**src/rtl/temp_read_scheduler.sv**
```systemverilog
// temp_read_scheduler: sequences the sensor config write and two-byte temperature reads over an I2C transaction engine
module temp_read_scheduler #(
  parameter logic [6:0] DEV_ADDR    = 7'h4B,
  parameter logic [7:0] CFG_REG     = 8'h03,
  parameter logic [7:0] CFG_VALUE   = 8'h80,
  parameter int         PERIOD_CYC  = 10000000,
  parameter int         TIMEOUT_CYC = 200000,
  parameter int         MAX_RETRY   = 3
) (
  input  logic        clk,
  input  logic        reset,
  input  logic [31:0] PC_control,
  output logic        txn_start,
  output logic        txn_rw,
  output logic [6:0]  txn_dev_addr,
  output logic [7:0]  txn_reg_addr,
  output logic [7:0]  txn_wdata,
  input  logic        txn_busy,
  input  logic        txn_done,
  input  logic        txn_ack_err,
  input  logic [7:0]  txn_rdata,
  output logic [15:0] temp_data,
  output logic        temp_valid,
  output logic        err_sticky,
  output logic [15:0] read_count,
  output logic [7:0]  State
);
  typedef enum logic [3:0] {
    IDLE = 4'd0, CFG_ISSUE = 4'd1, CFG_WAIT = 4'd2, MSB_ISSUE = 4'd3, MSB_WAIT = 4'd4,
    LSB_ISSUE = 4'd5, LSB_WAIT = 4'd6, UPDATE = 4'd7, FAIL = 4'd8
  } state_t;
  localparam int PW = $clog2(PERIOD_CYC + 1);
  localparam int TW = $clog2(TIMEOUT_CYC + 1);
  localparam int RW = $clog2(MAX_RETRY + 1);
  state_t        state;
  logic [PW-1:0] period_cnt;
  logic [TW-1:0] tmo_cnt;
  logic [RW-1:0] retry;
  logic [2:0]    pc_prev;
  logic [2:0]    pc_cur;
  logic [7:0]    msb;
  logic          read_pending, cfg_pending, rd_again, fail_cfg;
  logic          rd_edge, cfg_edge, clr_edge, period_hit, rd_trig, in_read;
  logic          done_ok, fail_now, retry_ok;
  logic          unused_pc;
  assign unused_pc  = ^PC_control[31:4];
  assign pc_cur     = {PC_control[3], PC_control[2], PC_control[0]};
  assign rd_edge    = pc_cur[0] & ~pc_prev[0];
  assign cfg_edge   = pc_cur[1] & ~pc_prev[1];
  assign clr_edge   = pc_cur[2] & ~pc_prev[2];
  assign period_hit = PC_control[1] && period_cnt == PW'(PERIOD_CYC - 1);
  assign rd_trig    = rd_edge | period_hit;
  assign in_read    = state inside {MSB_ISSUE, MSB_WAIT, LSB_ISSUE, LSB_WAIT};
  assign done_ok    = txn_done && !txn_ack_err;
  assign fail_now   = (txn_done && txn_ack_err) || (!txn_done && tmo_cnt == TW'(TIMEOUT_CYC - 1));
  assign retry_ok   = retry + 1'b1 < RW'(MAX_RETRY);
  assign State      = {4'h0, state};
  // a request seen while a read is in flight is remembered in rd_again so it survives the UPDATE/FAIL clear
  always_ff @(posedge clk or posedge reset) begin
    if (reset) begin
      state        <= IDLE;
      txn_start    <= 1'b0;
      txn_rw       <= 1'b0;
      txn_dev_addr <= '0;
      txn_reg_addr <= '0;
      txn_wdata    <= '0;
      temp_data    <= '0;
      temp_valid   <= 1'b0;
      err_sticky   <= 1'b0;
      read_count   <= '0;
      period_cnt   <= '0;
      tmo_cnt      <= '0;
      retry        <= '0;
      pc_prev      <= '0;
      msb          <= '0;
      read_pending <= 1'b0;
      cfg_pending  <= 1'b1;
      rd_again     <= 1'b0;
      fail_cfg     <= 1'b0;
    end else begin
      pc_prev    <= pc_cur;
      txn_start  <= 1'b0;
      temp_valid <= 1'b0;
      period_cnt <= (!PC_control[1] || period_hit) ? '0 : period_cnt + 1'b1;
      if (cfg_edge) cfg_pending <= 1'b1;
      if (rd_trig) read_pending <= 1'b1;
      if (rd_trig && in_read) rd_again <= 1'b1;
      if (clr_edge) err_sticky <= 1'b0;
      case (state)
        IDLE: state <= cfg_pending ? CFG_ISSUE : read_pending ? MSB_ISSUE : IDLE;
        CFG_ISSUE, MSB_ISSUE, LSB_ISSUE: if (!txn_busy) begin
          txn_start    <= 1'b1;
          txn_rw       <= state != CFG_ISSUE;
          txn_dev_addr <= DEV_ADDR;
          txn_reg_addr <= state == CFG_ISSUE ? CFG_REG : state == MSB_ISSUE ? 8'h00 : 8'h01;
          if (state == CFG_ISSUE) txn_wdata <= CFG_VALUE;
          tmo_cnt      <= '0;
          state        <= state == CFG_ISSUE ? CFG_WAIT : state == MSB_ISSUE ? MSB_WAIT : LSB_WAIT;
        end
        CFG_WAIT, MSB_WAIT, LSB_WAIT: begin
          tmo_cnt <= tmo_cnt + 1'b1;
          if (done_ok) begin
            if (state == CFG_WAIT) begin
              cfg_pending <= cfg_edge;
              retry       <= '0;
              state       <= IDLE;
            end else if (state == MSB_WAIT) begin
              msb   <= txn_rdata;
              state <= LSB_ISSUE;
            end else begin
              temp_data  <= {msb, txn_rdata};
              temp_valid <= 1'b1;
              read_count <= read_count + 1'b1;
              state      <= UPDATE;
            end
          end else if (fail_now) begin
            retry    <= retry + 1'b1;
            fail_cfg <= state == CFG_WAIT;
            state    <= !retry_ok ? FAIL : state == CFG_WAIT ? CFG_ISSUE : MSB_ISSUE;
          end
        end
        UPDATE: begin
          retry        <= '0;
          read_pending <= rd_again | rd_trig;
          rd_again     <= 1'b0;
          state        <= IDLE;
        end
        FAIL: begin
          err_sticky <= 1'b1;
          retry      <= '0;
          if (fail_cfg) cfg_pending <= cfg_edge;
          else begin
            read_pending <= rd_again | rd_trig;
            rd_again     <= 1'b0;
          end
          state <= IDLE;
        end
        default: state <= IDLE;
      endcase
    end
  end
endmodule

```
**config.mk**
```make
export PLATFORM = sky130hd
export DESIGN_NAME = temp_read_scheduler
export DESIGN_NICKNAME = d
export VERILOG_FILES = /design/src/rtl/temp_read_scheduler.sv
export SDC_FILE = /design/constraint.sdc
export NUM_CORES = 1
export LEC_CHECK = 0
export ABC_AREA = 1
export CORE_ASPECT_RATIO = 0.5
export CORE_UTILIZATION = 47
export CTS_CLUSTER_DIAMETER = 120
export DETAILED_ROUTE_END_ITERATION = 12
export HOLD_SLACK_MARGIN = 0.12
export PLACE_DENSITY = 0.78
export SLEW_MARGIN = 20
export SYNTH_ARGS = -nofsm -noshare
export SYNTH_HDL_FRONTEND = slang
export SYNTH_SLANG_ARGS = --single-unit
```
**constraint.sdc**
```tcl
create_clock -name clk -period 3.5 [get_ports clk]
set_clock_uncertainty 0.2 [all_clocks]
set_input_delay 0.525 -clock clk [delete_from_list [all_inputs] [get_ports clk]]
set_output_delay 0.525 -clock clk [all_outputs]
set_load 0.05 [all_outputs]
```
==> results of run 1 <==
## path summary, 6_finish.rpt
check,end,start
min in group asynchronous,read_count[12],reset
max reg2reg,temp_data[0],state[3]
min,cfg_pending,pc_prev[1]
max,State[1],state[1]
min reg2reg,cfg_pending,pc_prev[1]
max in group asynchronous,cfg_pending,reset
## flip-flops by register name, indices dropped and copies added (netlist names)
signal,flops
msb,8
read_pending,1
period_cnt,24
txn_start,1
read_count,16
txn_wdata,1
tmo_cnt,18
fail_cfg,1
txn_dev_addr,1
txn_reg_addr,2
retry,2
state,4
temp_valid,1
rd_again,1
pc_prev,3
cfg_pending,1
txn_rw,1
temp_data,16
err_sticky,1
## worst register-to-register path: cells and delay by family, from the launching register on
kind	cells	cell delay, ns
AO/OA/AOI/OAI	1	0.25
buffers and inverters	2	0.39
flip-flops	1	0.42
AND/OR/NAND/NOR	4	0.66
## where the power goes
group | leakage (nW) | internal [mW] | switching (mW)
logic | 1.58 | 0.557 | 1.23
registers | 1.34 | 1.47 | 0.234
clock network | 0.143 | 0.504 | 0.498
## per-layer routing
| layer | global-route usage | up-vias |
|---|---|---|
| met3 | 0.04203 | 12 |
| li1 | - | 2313 |
| met2 | 0.3531 | 128 |
| met1 | 0.2693 | 2206 |
| met5 | 0 | - |
| met4 | 0.05490 | 0 |
## cells by family (layout without fill, tap and decap cells)
kind of cell	count (synthesis)	after routing	synth area share
xor gates and xnor gates	25	25	0.04197
adders and majority gates	4	4	0.008977
other	1	20	0.0006726
and+or+nand+nor	391	391	0.3178
AOI/OAI and AO/OA	55	55	0.05565
buffers and inverters	125	173	0.1124
DFF	103	103	0.4625
## through the flow
step | area (µm²) | cells | total power [mW] | setup WS [ns]
floorplan | 5647 | 723 | 3.013 | 0.07282
global placement | 6232 | 914 | 3.446 | 0.9113
detailed placement | 6232 | 914 | 3.507 | 0.8718
CTS | 6530 | 930 | 4.521 | 1.017
global route | 6530 | 930 | 4.748 | 0.9869
finish | 6530 | 930 | 4.497 | 1.022
## area by class of cell
type	instances	area (µm²)
repair buffers	65	658.1
flip-flops and latches	103	2579
well taps	159	198.9
clock buffers	9	225.2
clock inverters	7	72.57
inverters	92	355.3
fillers	983	4753
multi-input cells	495	2441
## cell usage after synthesis (2+ instances only)
| cell type | n |
|---|---|
| nand2_1 | 183 |
| dfrtp_1 | 102 |
| inv_1 | 87 |
| nor2_1 | 81 |
| nand3_1 | 55 |
| o21ai_0 | 32 |
| buf_4 | 24 |
| nand4_1 | 20 |
| nor3_1 | 18 |
| xor2_1 | 18 |
| a21oi_1 | 8 |
| nand2_2 | 7 |
| nor2_2 | 7 |
| o22ai_1 | 5 |
| xnor2_1 | 5 |
| buf_6 | 4 |
| ha_1 | 4 |
| inv_2 | 4 |
| nand2_4 | 4 |
| buf_2 | 3 |
| nand3_2 | 3 |
| o21ai_1 | 3 |
| or2_2 | 3 |
| nor2_4 | 2 |
| nor3_2 | 2 |
| nor3b_1 | 2 |
| o21bai_1 | 2 |
| o22ai_2 | 2 |
| xnor2_2 | 2 |
## cell usage in the layout, fill, tap and decap left out, drive strengths merged, types with 2 or more instances in the layout
| cell | count |
|---|---|
| o21ai | 35 |
| nor3b | 2 |
| conb | 20 |
| clkinv | 3 |
| clkbuf | 9 |
| nor3 | 21 |
| nand2 | 195 |
| clkdlybuf4s50 | 63 |
| buf | 2 |
| nand4 | 20 |
| nor2 | 90 |
| o21bai | 2 |
| xnor2 | 7 |
| ha | 4 |
| o22ai | 7 |
| nand3 | 58 |
| xor2 | 18 |
| a21oi | 8 |
| or2 | 3 |
| inv | 95 |
| dfrtp | 102 |
==> metrics.md, run 1 <==
| Metric | Value |
|---|---|
| Status | `finished, final reports clean` |
| CTS root buffer | `clkbuf_16` |
| Initial antenna violation count | `0` |
| Period minus WS final | `2.478 ns` |
| RSZ-0062 raised after global routing | `false` |
| Crit path launch type | `flop` |
| Number of synthesized flops with an enable pin | `0` |
| Slowest cell on the critical path | `clkdlybuf4s50_1` |
| Cell count after synthesis | `704` |
| Hold bufs inserted after CTS | `0` |
| Largest net degree at the start of global routing | `61` |
| FF-to-FF setup slack | `1.51 ns` |
| CP required | `2.77 ns` |
| 1st-iter DRT viols | `505` |
| Initial core utilization | `0.4941` |
| First-pass iteration count of the detailed router | `5` |
| Max-cap violations | `0` |
| Warnings, synthesis | `0` |
| Syn Area/Cell | `7.920 µm²` |
| Synth unique cells | `41` |
| Critical Path End Type | `output port` |
| Clock latency on the worst-skew pair | `0.35 ns` |
| Min Hold Slack | `0.2011 ns` |
| Final Max Tran Viols | `0` |
| Wire per inst | `12.92 µm` |
| Hold crit path type | `flop to flop` |
| Hold depth | `1` |
| CTS tree | `yes` |
| PD cells | `688.6 nW/µm²` |
| Setup TNS | `0 ns` |
| Final ANT Viol Nets | `0` |
| Max FO, Critical Path | `8` |
| Final nets | `815` |
| Arr. time, crit path | `1.75 ns` |
| Inserted Clock Buffers | `9` |
| Clock net sink count | `103` |
| Met2 routed WL | `5.864 mm` |
| IO buf count | `63` |
| CP Cell Sequence | `clkdlybuf4s50_1` |
| Core Area | `11280 µm²` |
| HPWL after detailed placement | `8.653 mm` |
| Max-slew headroom | `0.6131` |
| Final Setup Violations | `0` |
| Gr usage total | `0.2068` |
| Drt via density | `5.010` |
| Number of global-route vias before repair | `4321` |
| Share of cells above drive strength 1 | `0.07782` |
| Delay of the slowest cell on the worst path | `0.87 ns` |
| I/O Pins | `112` |
| Crit Path Class | `flop to output port` |
| Post-cts resize count | `0` |
| Max Used Layer | `met4` |
| WP depth | `1` |
| Area of the mapped netlist | `5575 µm²` |
| Main flop type after synthesis | `dfrtp_1` |
| Total global routing overflow | `0` |
| Post-synth top area cell | `dfrtp_1` |
| WL met3 | `523 µm` |
| Ys async rst share | `1.000` |
| Routed wire length | `12.01 mm` |
| Buffer levels on the longest clock path | `2` |
| Peak VDD IR | `0.4416 mV` |
| Largest cells by area after synthesis | `dfrtp_1, nand2_1, inv_1` |
| Sum of buffers and inverters on the critical path | `1` |
| Diodes inserted | `0` |
| Die ar. | `12330 µm²` |
| RD Place Congestion | `0.9486` |
| Leak | `3.059 nW` |
| Die H | `79.02 µm` |
| Final period util | `0.7081` |
| Synth top area share | `0.4578` |
| Worst reg2reg path depth | `7` |
| Area Growth Syn to Fin | `17.12%` |
| Vias | `4659` |
| Final core occ | `0.5787` |
| H-tree depth | `3` |
| DR DRC count | `0` |
| Rows | `27` |
| Part of the Yosys area used for sequential elements | `0.4625` |
| Cell family with most CP delay | `buffers and inverters` |
| Max frequency | `403.5 MHz` |
| Die W | `156.0 µm` |
| M1 wire length | `5.500 mm` |
| #FFs+latches synth | `103` |
| First-pass GRT wire length | `20.24 mm` |
| Final hold violation count | `0` |
| Clk slew on worst S/H paths | `0.08 ns` |
| Post CTS Setup Buffer Count | `0` |
| Worst-Margin Slew | `0.5787 ns` |
Note: power is estimated with default switching activity, not from simulation.
==> inputs of run 2 (changes only) <==
==> constraint.sdc (replaced) <==
create_clock -name clk -period 2.1 [get_ports clk]
set_clock_uncertainty 0.2 [all_clocks]
set_input_delay 0.315 -clock clk [delete_from_list [all_inputs] [get_ports clk]]
set_output_delay 0.315 -clock clk [all_outputs]
set_load 0.05 [all_outputs]
==> run 2 against run 1 <==
Effect of this change: global-route usage increased by 0.42 points; clock power rose by 68%; via count fell by 1.7%; power rose by 66%; sequential power increased by 66%; sequential share of layout area down 0.21 points; routed wire length decreased by 2.0%; flip-flop and latch count unchanged; core utilization up 0.31 points; largest cell class unchanged.
==> metrics.md, run 2 (synthesis gave the netlist of run 1 again) <==
| Metric | Value |
|---|---|
| Largest net degree at the start of global routing | `104 (+70%)` |
| Hold depth | `1 (unchanged)` |
| Peak VDD IR | `0.6962 mV (+58%)` |
| H-tree depth | `3 (unchanged)` |
| Final Setup Violations | `0 (unchanged)` |
| Hold bufs inserted after CTS | `0 (unchanged)` |
| Period minus WS final | `2.064 ns` |
| Total global routing overflow | `0 (unchanged)` |
| Worst reg2reg path endpoint | `tmo_cnt[16]` |
| RD Place Congestion | `0.9036 (-4.7%)` |
| Routed wire length | `11.77 mm (-2.0%)` |
| Post CTS Setup Buffer Count | `0 (unchanged)` |
| Core Area | `11280 µm² (unchanged)` |
| Leak | `3.125 nW (+2.2%)` |
| Tot Pwr | `7.464 mW (+66%)` |
| Post-cts resize count | `8 (+8)` |
| FF-to-FF setup slack | `0.16 ns (-1.35 ns)` |
| Share of cells above drive strength 1 | `0.09536 (+0.01754)` |
| Drt via density | `4.898 (-2.2%)` |
| Commonest non-fill, non-tap cells in the layout | `nand2_1, dfrtp_1, inv_1` |
| Final period util | `0.9830` |
| FF/Latch Area | `2579 µm² (unchanged)` |
| Largest register FFs | `24 (unchanged)` |
| Rows | `27 (unchanged)` |
| Die W | `156.0 µm (unchanged)` |
| Worst reg2reg path depth | `7 (unchanged)` |
| Multi-input logic area | `2441 µm² (unchanged)` |
| Wire per inst | `12.59 µm (-2.5%)` |
| Delay of the slowest cell on the worst path | `0.82 ns (-0.05 ns)` |
| Final setup margin | `0.03566 ns (-0.9861 ns)` |
| Top Registers | `period_cnt: 24 flops, tmo_cnt: 18 flops` |
| Hold crit path type | `flop to flop` |
| CTS root buffer | `clkbuf_16` |
| Hold EP | `cfg_pending` |
| Final core occ | `0.5818 (+0.003105)` |
| Number of global-route vias before repair | `4511 (+4.4%)` |
| Diodes inserted | `0 (unchanged)` |
| I/O Pins | `112 (unchanged)` |
| Pre-CTS setup slack | `0.1037 ns (-0.7681 ns)` |
| Commonest non-fill, non-tap cell in the layout | `nand2_1` |
| Initial core utilization | `0.4941 (unchanged)` |
| CP Cell Sequence | `clkdlybuf4s50_1` |
| Inserted Clock Buffers | `9 (unchanged)` |
| Cell family with most CP delay | `buffers and inverters` |
| Worst-Margin Slew | `0.5490 ns (-0.02968 ns)` |
| Clock latency on the worst-skew pair | `0.36 ns (about the same)` |
| Critical Path End Type | `output port` |
| First-pass GRT wire length | `20.65 mm (+2.0%)` |
| Final hold violation count | `0 (unchanged)` |
| Max-slew headroom | `0.6340 (+0.02087)` |
| Vias | `4580 (-1.7%)` |
| IO buf count | `63 (unchanged)` |
| Die H | `79.02 µm (unchanged)` |
| First-pass iteration count of the detailed router | `4 (-1)` |
| Largest Register | `period_cnt` |
| Buffer levels on the longest clock path | `2 (unchanged)` |
| Reg-to-Reg Start | `tmo_cnt[0]` |
| Crit path launch type | `flop` |
| Arr. time, crit path | `1.55 ns (-0.20 ns)` |
| DR DRC count | `0 (unchanged)` |
| Max frequency | `484.4 MHz` |
| Slowest cell on the critical path | `clkdlybuf4s50_1` |
| Area Growth Syn to Fin | `17.75%` |
| Clock net sink count | `103 (unchanged)` |
| Final nets | `820 (+0.61%)` |
| Clk slew on worst S/H paths | `0.08 ns (about the same)` |
| Final ANT Viol Nets | `0 (unchanged)` |
| Max FO, Critical Path | `2 (-6)` |
| PD cells | `1137 nW/µm² (+65%)` |
| Final Max Tran Viols | `0 (unchanged)` |
| 1st-iter DRT viols | `292 (-42%)` |
| FILL cells | `1023 (+4.1%)` |
| Crit Path Class | `flop to output port` |
| CP required | `1.58 ns (-1.19 ns)` |
| Status | `finished, final reports clean` |
| Max-cap violations | `0 (unchanged)` |
| Sum of buffers and inverters on the critical path | `1 (unchanged)` |
| Initial antenna violation count | `0 (unchanged)` |
| RSZ-0062 raised after global routing | `false` |
| HPWL after detailed placement | `8.531 mm (-1.4%)` |
| Worst hold start | `pc_prev[1]` |
| CTS tree | `yes` |
| Setup TNS | `0 ns (unchanged)` |
| Gr usage total | `0.2110 (+0.004217)` |
| Die ar. | `12330 µm² (unchanged)` |
==> run 2: cell type report <==
cell class | instances | area share
repair buffers | 70 | 0.1052
clock buffers | 9 | 0.03431
inverters | 92 | 0.05432
well taps | 159 | 0.03030
clock inverters | 7 | 0.01124
flip-flops and latches | 103 | 0.3928
multi-input cells | 495 | 0.3718
==> run 2: layer usage <==
| metal | track usage | vias up | part of all wire |
|---|---|---|---|
| met5 | 0 | - | 0 |
| met4 | 0.05686 | 0 | 0.010 |
| met3 | 0.04312 | 14 | 0.027 |
| met2 | 0.3638 | 66 | 0.49 |
| met1 | 0.2715 | 2176 | 0.47 |
| li1 | - | 2324 | - |
==> run 2: metrics by stage <==
step | hold slack [ns] | instance area, µm² | instances
2_1_floorplan | 0.1464 | 5650 | 723
3_3_place_gp | 0.1909 | 6261 | 919
3_5_place_dp | 0.2096 | 6261 | 919
4_1_cts | 0.2124 | 6550 | 935
5_1_grt | 0.2149 | 6565 | 935
6_report | 0.2101 | 6565 | 935
==> run 2: power by group <==
group	switching [mW]	internal, mW	leakage (nW)
Clock	0.832	0.847	0.148
Sequential	0.370	2.45	1.34
Combinational	2.06	0.906	1.64
==> run 2: how the worst max path moves through the flow <==
stage	from	to	slack (ns)	cells after the start
finish	temp_data[13]	temp_data[13]	0.04	1
global route	temp_data[11]	temp_data[11]	0.0002	1
CTS	read_count[8]	read_count[8]	0.005	1
detailed placement	txn_done	state[1]	0.10	10
global placement	txn_done	read_count[8]	0.14	8
floorplan	read_count[0]	read_count[12]	0.15	7
